==> src/rtl/ifetch_pkg.sv <==
// Shared definitions for the instruction fetch stage: NOP encoding,
// exception codes, PC step, FSM states and the buffered entry layout.
package ifetch_pkg;

    localparam logic [31:0] NOP_INSTR    = 32'h00000013;
    localparam logic [3:0]  EXC_MISALIGN = 4'd0;
    localparam logic [3:0]  EXC_ACCESS   = 4'd1;
    localparam logic [63:0] PC_INC       = 64'd4;

    typedef enum logic {
        ST_RUN  = 1'b0,
        ST_HALT = 1'b1
    } fetch_state_t;

    typedef struct packed {
        logic [63:0] pc;
        logic [31:0] instr;
        logic        exc_en;
        logic [3:0]  exc_code;
        logic [63:0] exc_val;
    } fetch_entry_t;

endpackage

==> src/rtl/ifetch_fetch_fifo.sv <==
// fetch_fifo: two-entry FIFO with push, pop and flush, reporting full/empty.
// Push while full and pop while empty are ignored.
module fetch_fifo #(
    parameter int unsigned WIDTH = 8
) (
    input  logic             clk,
    input  logic             rst,
    input  logic             flush,
    input  logic             push,
    input  logic             pop,
    input  logic [WIDTH-1:0] din,
    output logic [WIDTH-1:0] dout,
    output logic             full,
    output logic             empty
);

    logic [WIDTH-1:0] mem [2];
    logic             head;
    logic             tail;
    logic [1:0]       count;
    logic             do_push;
    logic             do_pop;

    assign full    = (count == 2'd2);
    assign empty   = (count == 2'd0);
    assign do_push = push && !full;
    assign do_pop  = pop && !empty;
    assign dout    = mem[head];

    // Storage write; contents are don't-care while the slot is not counted.
    always_ff @(posedge clk) begin
        if (do_push && !flush && !rst) begin
            mem[tail] <= din;
        end
    end

    // Pointer and occupancy update; reset and flush both empty the queue.
    always_ff @(posedge clk) begin
        if (rst || flush) begin
            head  <= 1'b0;
            tail  <= 1'b0;
            count <= '0;
        end else begin
            if (do_push) begin
                tail <= ~tail;
            end
            if (do_pop) begin
                head <= ~head;
            end
            count <= count + {1'b0, do_push} - {1'b0, do_pop};
        end
    end

endmodule

==> src/rtl/ifetch.sv <==
// ifetch: PC generation, instruction capture into a 2-entry buffer and
// handoff to decode. Halts on a fetch exception until redirected.
// Optional macro IFETCH_MISALIGN_CHK_EN raises a misaligned-address
// exception when PC[1:0] != 0 at push time.
module ifetch
    import ifetch_pkg::*;
#(
    parameter logic [63:0] RESET_VEC = 64'h0000_0000_0000_0000
) (
    input  logic        clk,
    input  logic        rst,
    output logic [63:0] imem_addr,
    input  logic [31:0] imem_instr,
    input  logic        imem_exc_en,
    input  logic [3:0]  imem_exc_code,
    input  logic [63:0] imem_exc_val,
    input  logic        redirect_en,
    input  logic [63:0] redirect_pc,
    output logic        out_valid,
    input  logic        out_ready,
    output logic [63:0] out_pc,
    output logic [31:0] out_instr,
    output logic        out_exc_en,
    output logic [3:0]  out_exc_code,
    output logic [63:0] out_exc_val
);

    localparam int unsigned ENTRY_W = $bits(fetch_entry_t);

    fetch_state_t     state;
    logic [63:0]      pc;
    fetch_entry_t     new_entry;
    fetch_entry_t     head_entry;
    logic [ENTRY_W-1:0] fifo_dout;
    logic             fifo_full;
    logic             fifo_empty;
    logic             push;
    logic             pop;

    assign imem_addr = pc;

    // Push uses occupancy before any same-cycle pop, so a full buffer
    // drains one entry before fetch resumes.
    assign push = (state == ST_RUN) && !fifo_full && !redirect_en;
    assign pop  = !fifo_empty && out_ready && !redirect_en;

    // Build the entry captured on push, substituting NOP for faulting fetches.
    always_comb begin
        new_entry.pc       = pc;
        new_entry.instr    = imem_instr;
        new_entry.exc_en   = imem_exc_en;
        new_entry.exc_code = imem_exc_code;
        new_entry.exc_val  = imem_exc_val;
`ifdef IFETCH_MISALIGN_CHK_EN
        if (pc[1:0] != 2'b00) begin
            new_entry.exc_en   = 1'b1;
            new_entry.exc_code = EXC_MISALIGN;
            new_entry.exc_val  = pc;
        end
`endif
        if (new_entry.exc_en) begin
            new_entry.instr = NOP_INSTR;
        end
    end

    fetch_fifo #(
        .WIDTH (ENTRY_W)
    ) u_fifo (
        .clk   (clk),
        .rst   (rst),
        .flush (redirect_en),
        .push  (push),
        .pop   (pop),
        .din   (new_entry),
        .dout  (fifo_dout),
        .full  (fifo_full),
        .empty (fifo_empty)
    );

    // PC and RUN/HALT control; reset beats redirect, redirect beats push.
    always_ff @(posedge clk) begin
        if (rst) begin
            pc    <= RESET_VEC;
            state <= ST_RUN;
        end else if (redirect_en) begin
            pc    <= redirect_pc;
            state <= ST_RUN;
        end else if (push) begin
            if (new_entry.exc_en) begin
                state <= ST_HALT;
            end else begin
                pc <= pc + PC_INC;
            end
        end
    end

    // Present the head entry, or idle values when the buffer is empty.
    always_comb begin
        head_entry   = fetch_entry_t'(fifo_dout);
        out_valid    = !fifo_empty;
        out_pc       = '0;
        out_instr    = NOP_INSTR;
        out_exc_en   = 1'b0;
        out_exc_code = '0;
        out_exc_val  = '0;
        if (!fifo_empty) begin
            out_pc       = head_entry.pc;
            out_instr    = head_entry.instr;
            out_exc_en   = head_entry.exc_en;
            out_exc_code = head_entry.exc_code;
            out_exc_val  = head_entry.exc_val;
        end
    end

endmodule

==> config.mk <==
export PLATFORM = sky130hd
export DESIGN_NAME = ifetch
export DESIGN_NICKNAME = d
export VERILOG_FILES = /design/src/rtl/ifetch_pkg.sv /design/src/rtl/ifetch_fetch_fifo.sv /design/src/rtl/ifetch.sv
export SDC_FILE = /design/constraint.sdc
export NUM_CORES = 1
export LEC_CHECK = 0
export ABC_CLOCK_PERIOD_IN_PS = 21400
export CAP_MARGIN = 20
export CORE_UTILIZATION = 30
export CTS_BUF_LIST = sky130_fd_sc_hd__clkbuf_8
export DETAILED_ROUTE_END_ITERATION = 16
export GPL_TIMING_DRIVEN = 0
export HOLD_SLACK_MARGIN = 0.15
export PLACE_DENSITY = 0.62
export SETUP_SLACK_MARGIN = 0.15
export SLEW_MARGIN = 30
export SYNTH_ARGS = -nofsm -noshare
export SYNTH_HDL_FRONTEND = slang
export SYNTH_HIERARCHICAL = 1
export SYNTH_SLANG_ARGS = --single-unit
==> constraint.sdc <==
create_clock -name clk -period 21.4 [get_ports clk]
set_input_delay 3.21 -clock clk [delete_from_list [all_inputs] [get_ports clk]]
set_output_delay 3.21 -clock clk [all_outputs]
set_load 0.005 [all_outputs]
; Word level (Yosys, flattened, before mapping)
; Memory sizes are Yosys's and may differ from the RTL's. A register that Yosys moved wholly into a read port is not among the register bits.
; Cells that the tools add are included.
[op_classes]
n_addsub = 3
eq_ne = 2
muxes = 13
bitwise = 3
n_reduce_logical = 18
[ops]
columns = operator, n
row1 = 2-to-1 mux 64 bit, 5
row2 = "adder 64 x 3 -> 64 bit, second input constant", 1
row3 = 2-to-1 mux 32 bit, 2
row4 = logical AND 1 bit, 8
row5 = 2-to-1 mux 1 bit, 5
row6 = zero test 1 bit, 4
row7 = 2-to-1 mux 4 bit, 1
row8 = AND reduction 2 bit, 2
row9 = NOT 1 bit, 3
row10 = adder 2 x 1 -> 2 bit, 1
row11 = "== test 2 bit, second input constant", 1
row12 = zero test 2 bit, 1
row13 = "inequality test 2 x 1 -> 1 bit, second input constant", 1
row14 = nonzero test 2 bit, 1
row15 = OR reduction 2 bit, 1
row16 = subtractor 2 x 1 -> 2 bit, 1
row17 = logical OR 1 bit, 1
[word_totals]
regBits = 69
ram_bits = 330
inputBits = 169
out_inout_bits = 230
elab_cells = 45
mem_count = 1
[memory_table]
columns = memory, depth, word_bits, read_ports, rd_clocked_by_memory_dff, wr, line_no
row1 = u_fifo.mem, 2, 165, 1, 1, 1, ifetch_fetch_fifo.sv:17  ; logic [WIDTH-1:0] mem [2];

; Logic depth before layout (Yosys ltp)
; Gate-level depths: netlist of the first run.
[depth]
depth_word = 9
ltp_mapped = 11
depth_no_buf = 10

; Cells and area by module
; The synthesis of the first run kept the hierarchy.
[by_module_without_submodules]
columns = mod, instances, cells_per_inst, area_each_um2
row1 = fetch_fifo, 1, 539, 12203.0
row2 = ifetch, 1, 745, 5461.5

; Worst setup path before layout of the first run
; No wires, ideal clock.
[synth_path]
kind = input -> register
start = input redirect_en
end = memory u_fifo/mem[0][0] (netlist name), enable pin
arrival_time_ns = 10.809
required_ns = 20.708
path_slack_ns = 9.899
path_stages = 5
path_buffers = 2
path_cell_list = clkbuf_1 > buf_1 > nor3_1 > nand2_1 > nor2_1
[synth_between]
elab_chain_cells = 7
[synth_lines]
columns = element, line_no
row1 = "start, declared", ifetch.sv:17  ; input logic redirect_en,
row2 = zero test 1 bit, ifetch.sv:44  ; assign push = (state == ST_RUN) && !fifo_full && !redirect_en;
row3 = logical AND 1 bit, ifetch.sv:44
row4 = net push, ifetch.sv:37  ; logic push;
row5 = logical AND 1 bit, ifetch_fetch_fifo.sv:26  ; assign do_push = push && !full;
row6 = logical AND 1 bit (2 in a row), ifetch_fetch_fifo.sv:32  ; if (do_push && !flush && !rst) begin
row7 = 2-to-1 mux 1 bit, ifetch_fetch_fifo.sv:32
row8 = 2-to-1 mux 1 bit (implied by the code), ifetch_fetch_fifo.sv:33  ; mem[tail] <= din;
row9 = "end, declared", ifetch_fetch_fifo.sv:17
; The timed path passes the listed nets, and every way through them passes these cells.

; Worst setup path in the final report of the first run
[layout_path]
start = register u_fifo.count[1]
end = output out_pc[36]
[layout_between]
elab_chain_cells = 2
[layout_lines]
columns = element, line_no
row1 = "start, declared", ifetch_fetch_fifo.sv:20  ; logic [1:0] count;
row2 = "start signal, assigned", ifetch_fetch_fifo.sv:50  ; count <= count + {1'b0, do_push} - {1'b0, do_pop};
row3 = zero test 2 bit, ifetch_fetch_fifo.sv:25  ; assign empty = (count == 2'd0);
row4 = net fifo_empty, ifetch.sv:36  ; logic fifo_empty;
row5 = 2-to-1 mux 64 bit, ifetch.sv:106  ; if (!fifo_empty) begin
row6 = "end, declared", ifetch.sv:21  ; output logic [63:0] out_pc,
; The timed path passes the listed nets, and every way through them passes these cells.

==> results of run 1 <==
==> power breakdown <==
part | internal [W] | switching (W)
registers | 0.000866 | 0.0000209
clock network | 0.000372 | 0.000321
logic | 0.0000985 | 0.0000671
==> registers in the layout, summed over array words and instances, names as in the netlist, named ones only <==
signal        flops
state             1
u_fifo/head       1
u_fifo/mem      330
imem_addr        64
u_fifo/count      2
u_fifo/tail       1
==> cell type report <==
type	count	area [um^2]	share of cell area, %
diodes	1	2.50	0.0103
plain buffers	136	891	3.66
clock buffers	81	1110	4.58
clock inverters	52	277	1.14
inverters	17	63.8	0.262
multi-input cells	731	5420	22.2
flip-flops and latches	400	11300	46.5
well taps	765	957	3.93
repair buffers	412	4310	17.7
==> metal layers <==
| metal | track usage [%] | vias to the layer above | part of all wire, % |
|---|---|---|---|
| met2 | 28.3 | 472 | 48 |
| met5 | 0 | - | 0.11 |
| met1 | 21.3 | 5932 | 42 |
| li1 | - | 5660 | - |
| met3 | 4.71 | 92 | 7.6 |
| met4 | 6.56 | 8 | 2.4 |
==> synth_stat cells (8+ instances only) <==
cell	count
edfxtp_1	330
or2_2	8
or3_1	15
o21ai_0	12
and4_1	9
or4_1	18
o31ai_1	16
xnor2_1	21
buf_4	64
a21oi_1	9
mux2_2	165
xor2_1	10
nand3_1	31
nand4_1	14
dfxtp_1	70
nand2_1	33
inv_1	16
nor2_1	63
nor3_1	16
nor2b_1	191
clkbuf_1	47
buf_6	18
nor4_1	12
a211oi_1	18
a311oi_1	27
==> final timing paths <==
path / startpoint / endpoint / depth (start not counted)
worst max register to register: u_fifo/count[0]$_SDFF_PP0_ / imem_addr[63]$_SDFFE_PP0N_ / 9
worst min register to register: u_fifo/tail$_SDFFE_PP0P_ / u_fifo/tail$_SDFFE_PP0P_ / 2
worst max-delay path: u_fifo/count[1]$_SDFF_PP0_ / out_pc[36] / 5
worst min-delay path: u_fifo/tail$_SDFFE_PP0P_ / u_fifo/tail$_SDFFE_PP0P_ / 2
==> critical path, cell delays in order (launching register included) <==
cell	delay, ns
dfxtp_1	0.34
nor2_1	0.32
clkbuf_2	0.49
clkbuf_1	0.66
nor2b_1	0.12
clkdlybuf4s50_1	0.63
==> cells by family after synthesis <==
| kind of cell | after synthesis | synth area share [%] |
|---|---|---|
| compound gates | 93 | 3.94 |
| xor+xnor | 31 | 1.54 |
| fa+ha+maj | 3 | 0.213 |
| buf+inv | 153 | 5.40 |
| flops | 400 | 64.0 |
| mux | 171 | 10.9 |
| simple gates | 433 | 14.0 |
==> metrics by stage <==
stage / hold WS (ns) / util, % / worst slack (ns) / std cells
after floorplan: 0.443 / - / 9.90 / 1284
after global placement: 0.457 / 39.0 / 3.60 / 2447
after detailed placement: 0.474 / 39.6 / 14.38 / 2461
after CTS: 0.482 / 42.0 / 14.63 / 2594
after global routing: 0.517 / 42.0 / 14.60 / 2594
final: 0.478 / 42.0 / 14.98 / 2595
==> layout by cell type, fill, tap and decap left out, types with 33 or more instances in the layout <==
cell type and n:
nor2b_1 191, inv_1 41, clkbuf_8 81, nand2_1 33, clkdlybuf4s50_1 398, mux2_2 165
dfxtp_1 70, nor2_1 62, clkbuf_1 46, buf_4 64, edfxtp_1 330
==> summary.md, run 1 <==
| Metric | Value |
|---|---|
| Status | complete, no violations |
| Hold-fix buffers, CTS | 0 |
| Largest net degree at the start of global routing | 43 |
| Max-Cap Viols | 0 |
| Synth area leaders | edfxtp_1, mux2_2, dfxtp_1, nor2b_1, buf_4 |
| Synth Net Count | 1456 |
| CTS tree | done |
| Postcts setup bufs | 0 |
| Worst setup SP type | flop |
| Input/output buffers | 398 |
| Pwr dens | 71.7 nW/um^2 |
| Vias per cell | 4.69 |
| Final instance area | 24300 um^2 |
| Final min period | 6.42 ns |
| Core Area | 57900 um^2 |
| Critical path arrival | 3.21 ns |
| Syn Inst Count | 1284 |
| Yosys top cell area share | 56.1% |
| Cts repair resizes | 0 |
| Via count | 12.2k |
| Post-synth EDFFs | 330 |
| Initial antenna violation count | 5 |
| Flop-to-flop setup slack | 17.93 ns |
| GR Overflow Total | 0 |
| Area delta synth->final | 37.8% |
| Die ar. | 59900 um^2 |
| Maximum fanout along the worst path | 10 |
| Vias in the first global route | 12.7k |
| Clock buffer depth | 3 |
| Post-Syn Area | 17700 um^2 |
| PnR Total Power | 0.00175 W |
| GRT Total Usage | 17.2% |
| Fill cell count | 5462 |
| Worst Skew | 0.0506 ns |
| Highest clock rate | 156 MHz |
| Worst EP required | 18.19 ns |
| Initial detailed-routing violation count | 795 |
| First-pass GRT wire length | 77200 um |
| Setup TNS | 0 ns |
| Worst Setup Path Type | reg -> out |
| Routed Wire Length | 51800 um |
| Post-Syn Area per Cell | 13.8 um^2 |
| Ports | 399 |
| Cell Area, Placed | 22900 um^2 |
| Worst slew pin tran | 0.890 ns |
| Share of cells above drive strength 1 | 20.5% |
| Ys flop type | edfxtp_1 |
| CTS Buf Count | 74 |
| Hpwl dp | 37500 um |
| Rel. slew slack | 40.7% |
| Final Max Tran Viols | 0 |
| CTS Sinks | 400 |
| Period utilization | 30.0% |
| Leak pwr | 8.06 nW |
| Max H-tree Level | 3 |
| Final GP Congestion | 0.840 |
| RSZ-0062 raised after global routing | false |
| Clock slew at reported path FFs | 0.05 ns |
| Yosys Warn Count | 6 |
| Die X | 245 um |
| Rows | 88 |
| Clock Tree Root | clkbuf_8 |
| Chip Height | 245 um |
| Initial Util | 30.5% |
| Cell taking the most area after synthesis | edfxtp_1 |
| Hold Crit Class | reg -> reg |
| Worst vdd ir | 0.0348 mV |
| DRC violations left | 0 |
| Post-route ant nets | 0 |
| CP Capture Type | primary output |
| Final hold vios | 0 |
| Worst skew pair latency | 0.65 ns |
| Synth async-reset ratio | 0% |
| Seq/Total Area, Yosys | 64.0% |
| Synth cell types | 49 |
| Final setup fails | 0 |
| Fin nets | 1944 |
| Pre-Repair DR Iteration Count | 5 |
| Drt wl/cell | 20.0 um |
| FF+latch count, synth | 400 |
(Power assumes the default switching activity.)
==> run 2, diff against run 1 <==
Settings changed: ABC_CLOCK_PERIOD_IN_PS 21400 to 5350, PLACE_DENSITY 0.62 to 0.64.
Clock period 21.4 ns to 5.35 ns, I/O delays scaled along.
==> run 2 against run 1 <==
Effect of this change:
- sequential power rose to 4.0 times the previous value
- critical path type unchanged
- worst hold slack better by 0.00055 ns
- sequential share of layout area shrank 0.18 points
- cell area rose by 0.40%
==> summary.md, run 2 (same netlist as run 1, synthesis figures left out) <==
| Metric | Value |
|---|---|
| Clock slew at reported path FFs | 0.05 ns |
| Die ar. | 59900 um^2 |
| Gr busiest metal | met2 |
| Dpl cells | 2461 |
| Hold Crit Class | reg -> reg |
| Worst Reg2Reg Path Length in Cells | 9 |
| Hold WS | 0.479 ns |
| First-pass GRT wire length | 76300 um |
| Period utilization | 77.6% |
| Via count | 12.2k |
| Rel. slew slack | 38.8% |
| Pre-Repair DR Iteration Count | 6 |
| Routed Wire Length | 51500 um |
| Worst skew pair latency | 0.66 ns |
| Worst vdd ir | 0.187 mV |
| Largest net degree at the start of global routing | 41 |
| Highest clock rate | 241 MHz |
| Most frequent cells in the layout | clkdlybuf4s50_1, edfxtp_1, nor2b_1 |
| Vias in the first global route | 12.6k |
| Pre-CTS setup slack | 0.524 ns |
| PnR Total Power | 0.00712 W |
| GR Overflow Total | 0 |
| Max-Cap Viols | 0 |
| Worst setup SP type | flop |
| Worst EP required | 4.55 ns |
| Clock Tree Root | clkbuf_8 |
| Grt met1 use | 21.0% |
| Maximum fanout along the worst path | 10 |
| Worst slew pin tran | 0.919 ns |
| Pwr dens | 291 nW/um^2 |
| GRT Total Usage | 16.9% |
| Worst Setup Path Type | reg -> out |
| Routing usage on met2 | 28.0% |
| Drt wl/cell | 19.8 um |
| Cells on Worst Hold Path | 2 |
| Leak pwr | 8.10 nW |
| Final GP Congestion | 0.842 |
| Share of cells above drive strength 1 | 20.6% |
| Ports | 399 |
| Final min period | 4.15 ns |
| RR Endpoint | imem_addr[39]$_SDFFE_PP0N_ |
| Rows | 88 |
| Chip Height | 245 um |
| Post-route ant nets | 0 |
| Setup slack after layout | 1.20 ns |
| Setup TNS | 0 ns |
| Hold Path End | u_fifo/tail$_SDFFE_PP0P_ |
| Initial antenna violation count | 3 |
| Most flops, register | u_fifo/mem |
| Met3 GRT Util | 4.49% |
| Initial Util | 30.5% |
| DRC violations left | 0 |
| Worst Skew | 0.0269 ns |
| Cts repair resizes | 0 |
| Postcts setup bufs | 0 |
| Final Max Tran Viols | 0 |
| Critical path arrival | 3.35 ns |
| Core Area | 57900 um^2 |
| Area delta synth->final | 38.4% |
| HP Start | u_fifo/tail$_SDFFE_PP0P_ |
| Status | complete, no violations |
| Worst r2r src | u_fifo/count[0]$_SDFF_PP0_ |
| CTS tree | done |
| Commonest non-fill, non-tap cell in the layout | clkdlybuf4s50_1 |
| CTS Sinks | 400 |
| Vias per cell | 4.70 |
| RSZ-0062 raised after global routing | false |
| Clock buffer depth | 3 |
| Flop-to-flop setup slack | 1.85 ns |
| Initial detailed-routing violation count | 874 |
| Final hold vios | 0 |
| Hold-fix buffers, CTS | 0 |
| Die X | 245 um |
| CTS Buf Count | 73 |
| Final setup fails | 0 |
| Max H-tree Level | 3 |
| Input/output buffers | 398 |
| Final Non-Filler Cells | 2599 |
| Hpwl dp | 37000 um |
| Fin nets | 1943 |
| Max reg flops | 330 |
| CP Capture Type | primary output |
==> run 2: final cells by class <==
| class | instances | area, um^2 |
|---|---|---|
| Fill cell | 5388 | 33500 |
| Sequential cell | 400 | 11300 |
| Multi-Input combinational cell | 731 | 5420 |
| Timing Repair Buffer | 412 | 4340 |
| Clock buffer | 80 | 1100 |
| Tap cell | 765 | 957 |
| Buffer | 136 | 891 |
| Clock inverter | 55 | 357 |
| Inverter | 17 | 63.8 |
| Antenna cell | 3 | 7.51 |
==> run 2: worst max-delay path by stage <==
stage	startpoint	endpoint	slack, ns	depth (start not counted)
2_1_floorplan	redirect_en	u_fifo/mem[0][0]$_DFFE_PP_	0.89	5
3_3_place_gp	redirect_en	u_fifo/mem[0][47]$_DFFE_PP_	-2.07	6
3_5_place_dp	imem_exc_en	imem_addr[39]$_SDFFE_PP0N_	0.52	8
4_1_cts	u_fifo/count[1]$_SDFF_PP0_	out_instr[4]	0.90	5
5_1_grt	u_fifo/count[1]$_SDFF_PP0_	out_instr[0]	0.80	5
6_report	u_fifo/count[1]$_SDFF_PP0_	out_pc[39]	1.20	5
==> run 2: metal layers <==
layer	wire length [um]	up-vias
li1	-	5665
met3	3700	126
met5	27	-
met2	24700	511
met1	21500	5902
met4	1620	4
==> run 2: metrics by stage <==
step / utilization (%) / area, um^2
after global placement: 39.0 / 22600
after global routing: 42.2 / 24400
after floorplan: - / 17700
after CTS: 42.2 / 24400
final: 42.2 / 24400
after detailed placement: 39.7 / 23000
==> run 2: report_power, final <==
group          internal, W  switching (W)
Clock              0.00158        0.00133
Sequential         0.00346      0.0000835
Combinational     0.000396       0.000269
Total              0.00544        0.00168
==> run 2: critical path: stages (launching register included) <==
cell and delay, ns:
dfxtp_1 0.34, nor2_1 0.30, clkbuf_1 0.73, clkbuf_1 0.60, nor2b_1 0.22, clkdlybuf4s50_1 0.50
==> run 3, diff against run 2 <==
Settings changed: ABC_CLOCK_PERIOD_IN_PS 5350 to 4200, PLACE_DENSITY 0.64 to 0.62.
Clock period 5.35 ns to 4.2 ns, I/O delays scaled along.
==> run 3 against run 2 <==
Effect of this change:
- wire length grew 0.94%
- first-iteration DRC count decreased by 1.7%
- register-to-register slack got worse by 1.2 ns
- cell area decreased by 0.49%
- largest cell class unchanged
==> summary.md, run 3 (same netlist as run 1, synthesis figures left out) <==
| Metric | Value |
|---|---|
| Hold WS | 0.481 ns |
| DRC violations left | 0 |
| Final GP Congestion | 0.823 |
| CP top delay family | buffers and inverters |
| Pwr dens | 358 nW/um^2 |
| Final min period | 3.75 ns |
| Worst Skew | 0.0266 ns |
| Vias per cell | 4.68 |
| Rel. slew slack | 47.2% |
| Leak pwr | 8.05 nW |
| CP Cell Sequence | clkdlybuf4s50_1 -> or4b_1 -> buf_2 -> or3_1 -> buf_2 -> or4_4 -> buf_6 -> clkbuf_1 -> o31ai_1 -> a311oi_1 |
| Final Max Tran Viols | 0 |
| Max H-tree Level | 3 |
| Largest stage delay, worst path | 0.79 ns |
| GR Overflow Total | 0 |
| Chip Height | 245 um |
| Setup slack after layout | 0.453 ns |
| Die X | 245 um |
| Worst Setup Path Type | in -> reg |
| Initial antenna violation count | 6 |
| Initial detailed-routing violation count | 859 |
| Routed Wire Length | 52000 um |
| Die ar. | 59900 um^2 |
| Hpwl dp | 37900 um |
| Max-Cap Viols | 0 |
| Critical path arrival | 4.23 ns |
| Vias in the first global route | 12.8k |
| Commonest non-fill, non-tap cell in the layout | clkdlybuf4s50_1 |
| CP bufs+invs | 5 |
| Drt wl/cell | 20.1 um |
| Metal3 WL | 3670 um |
| Fin nets | 1944 |
| Area delta synth->final | 37.7% |
| Clock slew at reported path FFs | 0.06 ns |
| Input/output buffers | 398 |
| DR top layer | met5 |
| Final instance area | 24300 um^2 |
| Most flops, register | u_fifo/mem |
| Hold-fix buffers, CTS | 0 |
| Largest net degree at the start of global routing | 40 |
| CP Capture Type | flop |
| Ports | 399 |
| Highest clock rate | 267 MHz |
| Final Non-Filler Cells | 2589 |
| Worst vdd ir | 0.173 mV |
| Final setup fails | 0 |
| Hold Crit Class | reg -> reg |
| RSZ-0062 raised after global routing | false |
| Initial Util | 30.5% |
| Post-route ant nets | 0 |
| Rows | 88 |
| Via count | 12.1k |
| Crit-path slowest cell | clkdlybuf4s50_1 |
| CTS Sinks | 400 |
| First-pass GRT wire length | 78200 um |
| Cell Area, Placed | 23000 um^2 |
| CTS tree | done |
| Clock buffer depth | 3 |
| Most frequent cells in the layout | clkdlybuf4s50_1, edfxtp_1, nor2b_1 |
| Pre-CTS setup slack | -0.322 ns |
| Period utilization | 89.2% |
| Most common cell on crit path | buf_2 |
| Worst skew pair latency | 0.64 ns |
| Worst slew pin tran | 0.792 ns |
| Share of cells above drive strength 1 | 20.7% |
| Clock Tree Root | clkbuf_8 |
| Core Area | 57900 um^2 |
| CTS Buf Count | 73 |
| Dpl cells | 2462 |
| Worst EP required | 4.69 ns |
| Max reg flops | 330 |
| Worst setup SP type | input pin |
| Maximum fanout along the worst path | 10 |
| WL met1 | 21900 um |
| Final hold vios | 0 |
| Status | complete, no violations |
| GRT Total Usage | 17.3% |
| Pre-Repair DR Iteration Count | 5 |
| Met2 wire len | 25000 um |
run 3: cell types whose count changed in the layout (fill, tap and decap cells not counted), moves of 2 or more:
cell	delta
clkinvlp_4	-2
inv_6	-3
nor3_4	+2
bufinv_16	-4
inv_1	-3
diode_2	-2
clkbuf_1	-2
clkinv_2	+5
run 3: layout make-up:
| type | instances | area (um^2) |
|---|---|---|
| Inverter | 17 | 63.8 |
| Tap cell | 765 | 957 |
| Clock buffer | 79 | 1090 |
| Sequential cell | 400 | 11300 |
| Buffer | 136 | 903 |
| Multi-Input combinational cell | 731 | 5440 |
| Antenna cell | 1 | 2.50 |
| Fill cell | 5397 | 33600 |
| Timing Repair Buffer | 413 | 4360 |
| Clock inverter | 47 | 200 |
run 3: what timing repair did:
action                                 4_1_cts  5_1_grt
endpoints found under the hold margin        0        0
setup endpoints to repair                    4        2
resized for setup                            1        1
setup buffers                                0        0
run 3: per-stage QoR:
stage / power, W / TNS, ns / utilization, %
global placement: 0.00543 / -695.29 / 39.1
floorplan: 0.00489 / 0 / -
global route: 0.00907 / 0 / 42.0
finish: 0.00870 / 0 / 42.0
CTS: 0.00884 / 0 / 42.0
detailed placement: 0.00546 / -5.22 / 39.7
run 3: per-layer routing:
layer | track usage [%] | up-vias
li1 | - | 5667
met1 | 21.4 | 5874
met2 | 28.7 | 467
met3 | 4.47 | 94
met4 | 6.78 | 8
met5 | 0 | -
run 3: worst paths after layout:
kind,start,to,slack [ns],cells past startpoint
max,imem_exc_en,imem_addr[60]$_SDFFE_PP0N_,0.45,10
min,imem_addr[0]$_SDFFE_PP0P_,u_fifo/mem[0][101]$_DFFE_PP_,0.48,0
max reg2reg,u_fifo/count[0]$_SDFF_PP0_,imem_addr[60]$_SDFFE_PP0N_,0.70,11
min reg2reg,imem_addr[0]$_SDFFE_PP0P_,u_fifo/mem[0][101]$_DFFE_PP_,0.48,0
run 3: worst reg2reg max path, cell delays in order, from the launching register on:
cell      delay, ns
dfxtp_1        0.36
nand2b_1       0.19
inv_1          0.16
or4b_1         0.56
buf_2          0.22
or3_1          0.30
buf_2          0.18
or4_4          0.47
buf_6          0.17
clkbuf_1       0.26
o31ai_1        0.35
a311oi_1       0.13
run 3: report_power, final:
| part | internal (W) | switching (W) | total [W] |
|---|---|---|---|
| clock | 0.00172 | 0.00161 | 0.00333 |
| sequential | 0.00441 | 0.000108 | 0.00452 |
| combinational | 0.000508 | 0.000343 | 0.000851 |
